### config.mk
export PLATFORM = sky130hd
export DESIGN_NAME = mem_arbiter
export DESIGN_NICKNAME = d
export VERILOG_FILES = /design/src/rtl/mem_arbiter.sv
export SDC_FILE = /design/constraint.sdc
export NUM_CORES = 1
export LEC_CHECK = 0
export CAP_MARGIN = 20
export CORE_MARGIN = 2
export CORE_UTILIZATION = 40
export CTS_CLUSTER_DIAMETER = 150
export CTS_CLUSTER_SIZE = 30
export DETAILED_ROUTE_END_ITERATION = 10
export PLACE_DENSITY = 0.8
export SLEW_MARGIN = 20
export SYNTH_ARGS = -nofsm -noshare
export SYNTH_HDL_FRONTEND = slang
export SYNTH_SLANG_ARGS = --single-unit
### constraint.sdc
create_clock -name clock -period 1.7 [get_ports clock]
set_clock_uncertainty 0.15 [all_clocks]
set_input_delay 0.255 -clock clock [delete_from_list [all_inputs] [get_ports clock]]
set_output_delay 0.255 -clock clock [all_outputs]
set_load 0.01 [all_outputs]
### src/rtl/mem_arbiter.sv
// mem_arbiter: shares the single Hack data memory between requester A
// (CPU data port) and requester B (DMA / screen-fill engine).
// Each transaction runs IDLE -> ACCESS -> RESP. Writes at or above KBD_BASE
// are dropped and reported on prot_err.
// Optional build macro MEM_ARB_PRIO_A_EN: when defined, A wins ties except
// that B is forced through after 15 consecutive lost ties. When undefined,
// ties are resolved round-robin.
module mem_arbiter #(
  parameter int                ADDR_W   = 15,
  parameter int                DATA_W   = 16,
  parameter logic [ADDR_W-1:0] KBD_BASE = 'h6000
) (
  input  logic              clock,
  input  logic              reset,
  input  logic              a_req,
  input  logic              a_we,
  input  logic [ADDR_W-1:0] a_addr,
  input  logic [DATA_W-1:0] a_wdata,
  output logic              a_ack,
  output logic [DATA_W-1:0] a_rdata,
  input  logic              b_req,
  input  logic              b_we,
  input  logic [ADDR_W-1:0] b_addr,
  input  logic [DATA_W-1:0] b_wdata,
  output logic              b_ack,
  output logic [DATA_W-1:0] b_rdata,
  output logic [ADDR_W-1:0] mem_addr,
  output logic [DATA_W-1:0] mem_in,
  output logic              mem_write,
  input  logic [DATA_W-1:0] mem_out,
  output logic              prot_err
);

  typedef enum logic [1:0] {
    S_IDLE   = 2'd0,
    S_ACCESS = 2'd1,
    S_RESP   = 2'd2
  } state_t;

  state_t              state_q, state_d;

  // Latched transaction fields; gnt_b_q = 1 means B owns the transaction
  logic                gnt_b_q;
  logic                we_q;
  logic [ADDR_W-1:0]   addr_q;
  logic [DATA_W-1:0]   wdata_q;
  logic                prot_q;
  logic [DATA_W-1:0]   a_rdata_q;
  logic [DATA_W-1:0]   b_rdata_q;

  logic                any_req;
  logic                grant_b;
  logic                take;

  assign any_req = a_req | b_req;
  assign take    = (state_q == S_IDLE) && any_req;

`ifdef MEM_ARB_PRIO_A_EN
  logic [3:0]          starve_q;

  // Winner select: A by default, B alone or after 15 consecutive lost ties
  always_comb begin
    grant_b = 1'b0;
    if (b_req && !a_req) begin
      grant_b = 1'b1;
    end else if (a_req && b_req) begin
      grant_b = (starve_q == 4'd15);
    end
  end

  // Starvation counter: counts IDLE grants that B lost, clears when B wins
  always_ff @(posedge clock) begin
    if (reset) begin
      starve_q <= 4'd0;
    end else if (take) begin
      if (grant_b) begin
        starve_q <= 4'd0;
      end else if (b_req) begin
        starve_q <= starve_q + 4'd1;
      end
    end
  end
`else
  logic                last_b_q;

  // Winner select: a lone requester wins, ties go to whoever was not last
  always_comb begin
    grant_b = 1'b0;
    if (b_req && !a_req) begin
      grant_b = 1'b1;
    end else if (a_req && b_req) begin
      grant_b = ~last_b_q;
    end
  end

  // Last-grant memory for round-robin; resets to B so A wins the first tie
  always_ff @(posedge clock) begin
    if (reset) begin
      last_b_q <= 1'b1;
    end else if (take) begin
      last_b_q <= grant_b;
    end
  end
`endif

  // State register
  always_ff @(posedge clock) begin
    if (reset) begin
      state_q <= S_IDLE;
    end else begin
      state_q <= state_d;
    end
  end

  // Next-state logic; requests during RESP are deliberately ignored
  always_comb begin
    state_d = state_q;
    case (state_q)
      S_IDLE:   if (any_req) state_d = S_ACCESS;
      S_ACCESS: state_d = S_RESP;
      S_RESP:   state_d = S_IDLE;
      default:  state_d = S_IDLE;
    endcase
  end

  // Outputs: write strobe only in ACCESS below KBD_BASE, acks only in RESP
  always_comb begin
    mem_write = 1'b0;
    a_ack     = 1'b0;
    b_ack     = 1'b0;
    prot_err  = 1'b0;
    if (!reset) begin
      if (state_q == S_ACCESS) begin
        mem_write = we_q && (addr_q < KBD_BASE);
      end
      if (state_q == S_RESP) begin
        a_ack    = ~gnt_b_q;
        b_ack    = gnt_b_q;
        prot_err = prot_q;
      end
    end
  end

  // Datapath: latch the winner in IDLE, capture read data / protection at end of ACCESS
  always_ff @(posedge clock) begin
    if (reset) begin
      gnt_b_q   <= 1'b0;
      we_q      <= 1'b0;
      addr_q    <= '0;
      wdata_q   <= '0;
      prot_q    <= 1'b0;
      a_rdata_q <= '0;
      b_rdata_q <= '0;
    end else begin
      if (take) begin
        gnt_b_q <= grant_b;
        we_q    <= grant_b ? b_we    : a_we;
        addr_q  <= grant_b ? b_addr  : a_addr;
        wdata_q <= grant_b ? b_wdata : a_wdata;
      end
      if (state_q == S_ACCESS) begin
        prot_q <= we_q && (addr_q >= KBD_BASE);
        if (gnt_b_q) begin
          b_rdata_q <= mem_out;
        end else begin
          a_rdata_q <= mem_out;
        end
      end
    end
  end

  // Memory address/data hold the latched values between transactions
  assign mem_addr = addr_q;
  assign mem_in   = wdata_q;
  assign a_rdata  = a_rdata_q;
  assign b_rdata  = b_rdata_q;

endmodule

Word level (Yosys, flattened, before mapping):

Cells that the tools add are included.

* logic and storage cells: 41
* input port bits: 84
* register bits after elaboration: 69
* output and inout port bits: 67

* bitwise gates (word level): 3
* reductions and logical operators: 9
* equality and inequality tests: 3
* magnitude comparators: 2
* muxes and demuxes: 15

Operator list (number)
* 2-to-1 mux 16 bit: 1
* greater-or-equal comparator 15 bit (second input constant): 1
* < comparator 15 bit (second input constant): 1
* 2-to-1 mux 15 bit: 1
* 2-to-1 mux 1 bit: 11
* logical AND 1 bit: 5
* one-hot mux 2 bit (2 select lines): 1
* AND reduction 2 bit: 2
* == test 2 x 1 -> 1 bit (second input constant): 1
* == test 2 bit (second input constant): 1
* zero test 2 bit: 1
* 2-to-1 mux 2 bit: 1
* != test 2 bit (second input constant): 1
* NOT 1 bit: 2
* zero test 1 bit: 1
* bitwise OR 1 bit: 1

Longest topological paths before layout:

Gate-level depths: netlist of the first run.

* depth after elaboration: 4
* depth in mapped cells: 6
* gate-level depth less buffers: 3

Worst setup path before layout of the first run:

Ideal clock, no wire load.

* path type: register -> register
* from: reg state_q[0]
* to: reg a_rdata_q[10] (netlist: a_rdata[10])
* data arrival time: 1.169 ns
* path buffers: 2
* slack: 0.248 ns
* period minus slack after synthesis: 1.452 ns
* required time: 1.418 ns
* library setup time: 0.132 ns
* stages on the path, launching flop included: 6
* path through: dfxtp_1 or3b_1 clkbuf_1 buf_2 nand2_1 a21oi_1

* word-level cells in the longest chain between the ends: 2

RTL lines
* start, declared: line 40 `state_t state_q, state_d;`
* start signal, assigned: line 111 `state_q <= state_d;`
* == test 2 x 1 -> 1 bit: line 161 `if (state_q == S_ACCESS) begin`
* AND reduction 2 bit (no line)
* end signal, assigned: line 166 `a_rdata_q <= mem_out;`
* end, declared: line 48 `logic [DATA_W-1:0] a_rdata_q;`

Every way passes these cells.
A chain may end at the register's enable or synchronous reset.

Final worst setup path of the first run:

* from: reg wdata_q[8] (netlist: mem_in[8])
* to: out mem_in[8]

RTL lines
* start, declared: line 46 `logic [DATA_W-1:0] wdata_q;`
* start signal, assigned: line 159 `wdata_q <= grant_b ? b_wdata : a_wdata;`
* end, declared: line 28 `output logic [DATA_W-1:0] mem_in,`

No word-level cell between the ends.

==> out/metrics.yaml, run 1 <==
global_routing:
  antenna_found_initial: 0
  grt_max_degree: 43
  gr-total-overflow: 0
  grt_pass1_vias: 3060
  grt_usage_pct: 21.03
  grt_pass1_wl_um: 14100
yosys:
  yosysSeqAreaShare_pct: 46.31
  synth_top_area_share_pct: 46.31
  synth_area_sq_mm: 0.002983
  synth_edf_count: 0
  synth_area_leaders: "dfxtp_1, nand2_1, a311oi_2, a21oi_1, clkbuf_1"
  ys.flop_type: "dfxtp_1"
  synth.most_common_cell: "nand2_1"
  syn_area_per_cell_sq_um: 8.474
  ys_seq_elements: 69
  synth_common_cells: "nand2_1, dfxtp_1, a21oi_1, a311oi_2, clkbuf_1"
  async_flop_share_pct: 0
  yosysWarningCount: 0
  yosys.cell_types.count: 29
  syn-num-nets: 436
  synthCells: 352
  synth_top_cell_by_area: "dfxtp_1"
detailed_routing:
  wl_met1_um: 3529
  drt_iter0_drc: 85
  wl_met2_um: 4363
  viasPerCell: 4.987
  remaining_drc_errors: 0
  vias: 3062
  first_pass_iters: 4
  drt-total-wl_um: 8717
  met3_length_um: 675
  wl_per_cell_um: 14.20
  antenna_left: 0
  top_layer_used: "met4"
clock_network:
  cts_root_buf: "clkbuf_8"
  clkSlewWorstSetupHoldPaths_ns: 0.08
  cts_tree: "built"
  clock_sinks: 69
  cts_buffers: 9
  cts.path.max_buffers: 2
  htree_levels: 3
  clock_latency_ns: 0.33
sta:
  finalSetupViolCount: 0
  whs_ns: 0.3039
  report.final.hold_viol_count: 0
  rsz0062_at_grt: "no"
  fmax_ghz: 0.5977
  tightest_slew_ns: 0.5864
  period_share_pct: 98.41
  layout_min_cycle_time_ns: 1.673
  drv_slew: 0
  fin_tns_setup_ns: 0
  slew_headroom_pct: 60.90
critical_path:
  cp_slowest_cell: "clkdlybuf4s50_1"
  path_buf_inv: 1
  cp_max_fo: 2
  crit_family: "buffers and inverters"
  start_kind: "register"
  slowest_delay_ns: 0.56
  cp-end-kind: "primary output"
  cp.required_ns: 1.29
  worstSetupPathType: "reg -> out"
  path_cells: "clkdlybuf4s50_1"
  cp.arrival_ns: 1.27
cells_and_area:
  antenna_cells: 0
  area_delta_synth_final_pct: 65.77
  finalCoreUtilization_pct: 68.17
  fin_nets: 594
  postLayoutCellArea_sq_mm: 0.004945
  layout-drive-gt1-share_pct: 16.70
place:
  io_buffers: 150
  gp_congestion: 0.7372
  placed_area_sq_mm: 0.004682
  dp_hpwl_um: 6497
floorplan:
  die_width_um: 90.36
  row_count: 31
  ioPinCount: 151
  coreArea_sq_mm: 0.007253
  die_y_um: 90.36
  dieArea_sq_mm: 0.008164
  initial_core_util_pct: 41.12
pwr:
  power.total_mw: 4.496
  irDropWorstVdd_uv: 570.4
  power_density_mw_per_mm2: 909.3
  p_leak_nw: 1.875
outcome:
  status: "finished clean"
min_path:
  min_path_type: "in -> reg"
flow_run:
  maxCapViolCount: 0
kinds of logic after synthesis:
| family | Yosys count | share of synthesized area, % |
|---|---|---|
| buffers and inverters | 32 | 5.285 |
| muxes | 1 | 0.3356 |
| DFF | 69 | 46.31 |
| and+or+nand+nor | 148 | 20.47 |
| AOI/OAI and AO/OA | 102 | 27.60 |
where the power goes:
part           internal (mW)  leakage [nW]  switching, mW
combinational          0.609          1.19          0.480
clock                  0.975         0.116          0.604
sequential              1.75         0.567         0.0803
total                   3.33          1.88           1.16
worst reg2reg max path, delay by kind of cell, from the launching register on:
kind / cells / cell delay (ns)
buffers and inverters: 3 / 0.49
AOI/OAI and AO/OA: 2 / 0.34
DFF: 1 / 0.33
and+or+nand+nor: 1 / 0.17
path summary, 6_finish.rpt:
check / start / end / slack [ns] / cells past startpoint
max: mem_in[8]$_SDFFE_PP0P_ / mem_in[8] / 0.03 / 1
min: reset / a_rdata[14]$_SDFFE_PP0P_ / 0.30 / 3
max reg2reg: state_q[1]$_SDFFE_PP0P_ / mem_addr[10]$_SDFFE_PP0P_ / 0.14 / 6
min reg2reg: a_rdata[14]$_SDFFE_PP0P_ / a_rdata[14]$_SDFFE_PP0P_ / 0.30 / 2
sequential cells by signal, indices dropped and copies added, names as in the netlist:
name and count:
a_rdata 16, b_rdata 16, mem_in 16, mem_addr 15, state_q 2, gnt_b_q 1
last_b_q 1, prot_q 1, we_q 1
cells in the final DEF (no fill, tap or decap), types with 2 or more instances in the layout:
| master | count |
|---|---|
| buf_2 | 3 |
| dlymetal6s2s_1 | 3 |
| nor2_1 | 2 |
| a21oi_1 | 65 |
| buf_12 | 3 |
| and2_4 | 2 |
| a21bo_2 | 2 |
| clkdlybuf4s50_1 | 142 |
| a311oi_1 | 4 |
| clkbuf_2 | 2 |
| bufinv_16 | 3 |
| and3_1 | 2 |
| buf_4 | 24 |
| clkbuf_8 | 9 |
| nand2_1 | 130 |
| dfxtp_1 | 67 |
| dfxtp_2 | 2 |
| a311oi_2 | 28 |
metal layers:
| metal | GRT usage, % | vias to the layer above |
|---|---|---|
| li1 | - | 1528 |
| met1 | 22.98 | 1407 |
| met2 | 38.22 | 113 |
| met3 | 7.095 | 14 |
| met4 | 6.667 | 0 |
| met5 | 0 | - |
area by class of cell:
class	count	area, sq um
Inverter	1	3.754
Timing Repair Buffer	178	1734
Multi-Input combinational cell	251	1460
Clock buffer	10	127.6
Sequential cell	69	1384
Tap cell	99	123.9
Fill cell	580	2308
Clock inverter	6	111.4
metrics by stage:
step                      instances  worst slack, ns
after global routing            614        0.0009323
after detailed placement        596          -0.1318
after floorplan                 352           0.2483
after CTS                       613         0.002192
after global placement          596          -0.1008
final                           614          0.02701
repair_timing:
item / CTS / global route
endpoints found under the hold margin: 1 / 0
hold buffers: 1 / 0
cloned: 0 / 0
pin swaps: 2 / 2
setup buffers: 0 / 1
gates resized for setup: 16 / 7
setup endpoints to repair: 4 / 7
No activity file was read; power rests on OpenSTA's default activity.
==> inputs of run 2 (changes only) <==
--- a/config.mk
+++ b/config.mk
@@ -6,6 +6,7 @@
 export NUM_CORES = 1
 export LEC_CHECK = 0
 export CAP_MARGIN = 20
+export CORE_ASPECT_RATIO = 0.7
 export CORE_MARGIN = 2
 export CORE_UTILIZATION = 40
 export CTS_CLUSTER_DIAMETER = 150
==> run 2 against run 1 <==
  * Sequential power about the same
  * Setup slack improved by 0.0058 ns
  * Cell count decreased by 0.98%
  * Sequential share of layout area is 0.19 points higher
  * Via count up 0.36%
  * Largest power group unchanged
  * Highest routed layer unchanged
==> out/metrics.yaml, run 2 (synthesis gave the netlist of run 1 again) <==
outcome:
  status: "finished clean"
clock_network:
  cts_buffers: 9  # unchanged
  clock_sinks: 69  # unchanged
  cts.path.max_buffers: 2  # unchanged
  cts_root_buf: "clkbuf_8"
  clkSlewWorstSetupHoldPaths_ns: 0.08  # about the same
  cts_tree: "built"
  clock_latency_ns: 0.34  # about the same
  htree_levels: 3  # unchanged
critical_path:
  worstReg2RegStart: "state_q[0]$_SDFFE_PP0P_"
  cp_max_fo: 3  # +1
  cp.required_ns: 1.29  # about the same
  start_kind: "register"
  r2r_slack_ns: 0.10  # -0.04 ns
  cp-end-kind: "primary output"
  r2r_end: "mem_in[14]$_SDFFE_PP0P_"
  reg2regPathDepth: 5  # -1
  worstSetupPathType: "reg -> out"
  cp.arrival_ns: 1.26  # about the same
floorplan:
  ioPinCount: 151  # unchanged
  die_width_um: 107.2  # +19%
  dieArea_sq_mm: 0.008175  # +0.14%
  die_y_um: 76.25  # -16%
  row_count: 26  # -16%
  initial_core_util_pct: 41.12  # about the same
  coreArea_sq_mm: 0.007254  # about the same
sta:
  layout_min_cycle_time_ns: 1.667  # -0.005831 ns
  tightest_slew_ns: 0.5861  # -0.0003802 ns
  whs_ns: 0.3050  # +0.001041 ns
  fin_tns_setup_ns: 0  # unchanged
  rsz0062_at_grt: "yes"
  report.final.hold_viol_count: 0  # unchanged
  fmax_ghz: 0.5998  # +0.35%
  period_share_pct: 98.07  # -0.34 points
  fin_ws_ns: 0.03284  # +0.005831 ns
  drv_slew: 0  # unchanged
  finalSetupViolCount: 0  # unchanged
  slew_headroom_pct: 60.93  # about the same
min_path:
  worstHoldEndpoint: "a_rdata[14]$_SDFFE_PP0P_"
  min_from: "a_rdata[14]$_SDFFE_PP0P_"
  min_path_cells: 2  # -1
  min_path_type: "reg -> reg"
global_routing:
  grt_pass1_wl_um: 14520  # +3.0%
  gr-total-overflow: 0  # unchanged
  grt_max_degree: 42  # -2.3%
  antenna_found_initial: 0  # unchanged
  grt_usage_pct: 22.23  # +1.2 points
  grt_pass1_vias: 3039  # -0.69%
cells_and_area:
  antenna_cells: 0  # unchanged
  final_common_cell: "clkdlybuf4s50_1"
  multiInputGateArea_sq_mm: 0.001476  # +1.1%
  finalCoreUtilization_pct: 67.70  # -0.48 points
  regArea_sq_mm: 0.001384  # unchanged
  fill_cells: 565  # -2.6%
  most-common-layout-cells: "clkdlybuf4s50_1, nand2_1, dfxtp_1"
  layout-drive-gt1-share_pct: 16.27  # -0.42 points
  fin_nets: 589  # -0.84%
  area_delta_synth_final_pct: 64.64
place:
  dpl_worst_slack_ns: -0.2394  # -0.1076 ns
  io_buffers: 150  # unchanged
  dp_hpwl_um: 6575  # +1.2%
  gp_congestion: 0.7782  # +5.6%
detailed_routing:
  remaining_drc_errors: 0  # unchanged
  drt_iter0_drc: 170  # +100%
  first_pass_iters: 5  # +1
  drt-total-wl_um: 9340  # +7.1%
  vias: 3073  # +0.36%
  wl_per_cell_um: 15.36  # +8.2%
  antenna_left: 0  # unchanged
  viasPerCell: 5.054  # +1.3%
pwr:
  power.total_mw: 4.400  # -2.1%
  irDropWorstVdd_uv: 457.5  # -20%
  p_leak_nw: 1.894  # +0.99%
  power_density_mw_per_mm2: 895.9  # -1.5%
flow_run:
  maxCapViolCount: 0  # unchanged
run 2: cell count changes in the layout (fill, tap and decap cells not counted), sizes merged:
cell and delta:
clkdlybuf4s50 -4, bufinv -1, clkinvlp +1, and2 +1
clkbuf -3, dlygate4sd2 +1, inv +2, buf -4
clkinv -1, dlymetal6s2s +3
run 2: worst max path at each step:
stage / from / endpoint / slack [ns]
after floorplan: state_q[0]$_SDFFE_PP0P_ / a_rdata[10]$_SDFFE_PP0P_ / 0.25
after global placement: b_req / mem_addr[2]$_SDFFE_PP0P_ / -0.18
after detailed placement: b_req / mem_in[8]$_SDFFE_PP0P_ / -0.24
after CTS: state_q[1]$_SDFFE_PP0P_ / prot_err / 0.005
after global routing: state_q[1]$_SDFFE_PP0P_ / b_ack / -0.06
final: state_q[1]$_SDFFE_PP0P_ / b_ack / 0.03
run 2: report_power, final:
part | internal (mW) | total, mW | switching (mW)
clock network | 0.833 | 1.49 | 0.658
registers | 1.75 | 1.83 | 0.0797
logic | 0.586 | 1.08 | 0.496
total | 3.17 | 4.40 | 1.23
run 2: worst max-delay path: stages, from the launching register on:
cell and delay [ns]:
dfxtp_2 0.34, nor3b_4 0.21, buf_4 0.14, and2_4 0.14
buf_6 0.09
run 2: stage by stage:
step	std cells	area [sq um]
3_5_place_dp	589	4623
3_3_place_gp	589	4623
4_1_cts	607	4880
2_1_floorplan	352	2983
5_1_grt	608	4911
6_report	608	4911
run 2: final cells by class:
type / count / share of cell area (%)
multi-input combinational: 252 / 30.06
tap: 98 / 2.497
clock inverter: 7 / 1.987
clock buffer: 9 / 2.522
timing repair buffer: 172 / 34.68
inverter: 1 / 0.07643
sequential: 69 / 28.18
run 2: repair_timing:
item / CTS / global route
setup endpoints to repair: 6 / 39
gates cloned: 0 / 1
gates resized for setup: 25 / 11
hold buffers: 1 / 0
pin swaps: 3 / 2
endpoints found under the hold margin: 1 / 0
buffers inserted: 1 / 0
run 2: per-layer routing:
| metal | GRT usage [%] | up-vias | share of wire, % |
|---|---|---|---|
| li1 | - | 1524 | - |
| met1 | 27.70 | 1426 | 44 |
| met2 | 35.70 | 116 | 46 |
| met3 | 8.811 | 7 | 8.9 |
| met4 | 6.104 | 0 | 0.96 |
| met5 | 0 | - | 0 |
==> inputs of run 3 (changes only) <==
--- a/config.mk
+++ b/config.mk
@@ -7,7 +7,7 @@
 export LEC_CHECK = 0
 export CAP_MARGIN = 20
 export CORE_ASPECT_RATIO = 0.7
-export CORE_MARGIN = 2
+export CORE_MARGIN = 3
 export CORE_UTILIZATION = 40
 export CTS_CLUSTER_DIAMETER = 150
 export CTS_CLUSTER_SIZE = 30
==> run 3 against run 2 <==
  * Via count grew 0.91%
  * Global-route usage shrank 0.40 points
  * Largest cell class unchanged
  * Critical path type unchanged
  * Combinational power is essentially flat
  * Sequential cell count is the same
  * Clock-buffer cell count is the same
==> out/metrics.yaml, run 3 (synthesis gave the netlist of run 1 again) <==
pwr:
  power.total_mw: 4.384  # -0.36%
  p_leak_nw: 2.050  # +8.2%
  swShare_pct: 27.92  # -0.12 points
  internal_power_mw: 3.160  # -0.20%
  p_switching_mw: 1.224  # -0.78%
  clkPwrFrac_pct: 33.8  # about the same
  seqPwrFrac_pct: 41.7  # +0.2 points
  power_density_mw_per_mm2: 891.9  # -0.44%
  irDropWorstVdd_uv: 539.9  # +18%
  p_comb_share_pct: 24.5  # about the same
sta:
  report.final.hold_viol_count: 0  # unchanged
  tightest_slew_ns: 0.4491  # -0.1370 ns
  drv_slew: 0  # unchanged
  fmax_ghz: 0.6037  # +0.65%
  fin_ws_ns: 0.04354  # +0.01070 ns
  slew_headroom_pct: 70.06  # +9.1 points
  finalSetupViolCount: 0  # unchanged
  layout_min_cycle_time_ns: 1.656  # -0.01070 ns
  period_share_pct: 97.44  # -0.63 points
  fin_tns_setup_ns: 0  # unchanged
place:
  gp_congestion: 0.8009  # +2.9%
  dpl_worst_slack_ns: -0.2266  # +0.01282 ns
  dp_hpwl_um: 6743  # +2.6%
  placed_area_sq_mm: 0.004616  # -0.16%
  io_buffers: 150  # unchanged
critical_path:
  cp-end-kind: "primary output"
  cp_slowest_cell: "clkdlybuf4s50_1"
  worstSetupPathType: "reg -> out"
  cp.required_ns: 1.29  # about the same
  cp_max_fo: 2  # -1
  r2r_end: "mem_in[15]$_SDFFE_PP0P_"
  worstReg2RegStart: "state_q[0]$_SDFFE_PP0P_"
  start_kind: "register"
  reg2regPathDepth: 5  # unchanged
  slowest_delay_ns: 0.55  # +0.21 ns
  crit_start: "a_rdata[11]$_SDFFE_PP0P_"
  crit_family: "buffers and inverters"
  path_cells: "clkdlybuf4s50_1"
  cp.arrival_ns: 1.25  # about the same
  r2r_slack_ns: 0.15  # +0.05 ns
  path_buf_inv: 1  # -1
clock_network:
  htree_levels: 3  # unchanged
  cts_root_buf: "clkbuf_8"
  clkSlewWorstSetupHoldPaths_ns: 0.08  # about the same
  cts_tree: "built"
  cts.path.max_buffers: 2  # unchanged
  clock_sinks: 69  # unchanged
  cts_buffers: 9  # unchanged
  clock_latency_ns: 0.34  # about the same
floorplan:
  initial_core_util_pct: 42.76  # +1.6 points
  ioPinCount: 151  # unchanged
  die_y_um: 78.25  # +2.6%
  coreArea_sq_mm: 0.006975  # -3.8%
  die_width_um: 109.2  # +1.9%
  row_count: 25  # -3.8%
  dieArea_sq_mm: 0.008546  # +4.5%
cells_and_area:
  finalCoreUtilization_pct: 70.46  # +2.8 points
  multiInputGateArea_sq_mm: 0.001480  # +0.25%
  regArea_sq_mm: 0.001385  # about the same
  final_common_cell: "nand2_1"
  area_delta_synth_final_pct: 64.76  # about the same
  most-common-layout-cells: "nand2_1, clkdlybuf4s50_1, dfxtp_1"
  antenna_cells: 0  # unchanged
  layout-drive-gt1-share_pct: 16.17  # -0.10 points
  postLayoutCellArea_sq_mm: 0.004915  # about the same
  fill_cells: 538  # -4.8%
  fin_nets: 586  # -0.51%
global_routing:
  grt_pass1_wl_um: 14740  # +1.5%
  grt_max_degree: 38  # -9.5%
  antenna_found_initial: 0  # unchanged
  grt_usage_pct: 21.84  # -0.40 points
  gr-total-overflow: 0  # unchanged
  grt_pass1_vias: 3063  # +0.79%
min_path:
  min_path_cells: 3  # +1
  min_path_type: "in -> reg"
  worstHoldEndpoint: "state_q[1]$_SDFFE_PP0P_"
  min_from: "reset"
flow_run:
  maxCapViolCount: 0  # unchanged
detailed_routing:
  antenna_left: 0  # unchanged
  viasPerCell: 5.160  # +2.1%
  vias: 3101  # +0.91%
  first_pass_iters: 4  # -1
  remaining_drc_errors: 0  # unchanged
  wl_per_cell_um: 15.81  # +2.9%
  drt_iter0_drc: 189  # +11%
  drt-total-wl_um: 9502  # +1.7%
outcome:
  status: "finished clean"
## run 3: cell count changes in the layout (fill, tap and decap cells not counted), moves of 2 or more
cell and delta:
dlymetal6s2s_1 +11, clkdlybuf4s50_1 -11, clkinv_4 +2, buf_2 +2, buf_4 -4
## run 3: layout make-up
cell class / count / area share, %
inverter: 1 / 0.07637
clock inverter: 7 / 2.011
multi-input combinational: 252 / 30.12
tap: 94 / 2.393
timing repair buffer: 169 / 34.70
sequential: 69 / 28.18
clock buffer: 9 / 2.520
## run 3: worst max-delay path by stage
| stage | to | slack (ns) | cells after the start |
|---|---|---|---|
| finish | a_rdata[11] | 0.04 | 1 |
| global route | mem_addr[9]$_SDFFE_PP0P_ | -0.001 | 5 |
| CTS | prot_err | -0.002 | 3 |
| detailed placement | mem_in[10]$_SDFFE_PP0P_ | -0.23 | 4 |
| global placement | mem_in[10]$_SDFFE_PP0P_ | -0.16 | 4 |
| floorplan | a_rdata[10]$_SDFFE_PP0P_ | 0.25 | 5 |
## run 3: per-stage QoR
| step | instances | hold WS, ns |
|---|---|---|
| floorplan | 352 | 0.2410 |
| global placement | 583 | 0.2916 |
| detailed placement | 583 | 0.2970 |
| CTS | 600 | 0.09804 |
| global route | 601 | 0.1245 |
| finish | 601 | 0.1331 |
## run 3: layer usage
| layer | GRT usage (%) | wire [um] |
|---|---|---|
| met5 | 0 | 0 |
| met4 | 7.347 | 111 |
| met3 | 9.039 | 1120 |
| met2 | 34.25 | 4313 |
| met1 | 27.11 | 3957 |
## run 3: timing repair
action                     CTS  global route
resized for setup           24            22
pin swaps                    1             3
setup buffers                1             0
hold buffers                 0             0
setup endpoints to repair    6            60
gates cloned                 0             1
## run 3: worst register-to-register path, stage by stage, from the launching register on
cell and delay [ns]:
dfxtp_2 0.36, buf_4 0.16, nor2_2 0.20, buf_4 0.25, a21oi_1 0.12, a311oi_2 0.25
## run 3: power groups by stage
stage | clock network (mW) | registers, mW | logic [mW]
6_report | 1.48 | 1.83 | 1.07
5_1_grt | 1.59 | 1.84 | 1.15
4_1_cts | 1.52 | 1.83 | 1.08
3_5_place_dp | 0 | 1.86 | 1.07
3_3_place_gp | 0 | 1.85 | 1.05
2_1_floorplan | 0 | 1.91 | 0.455
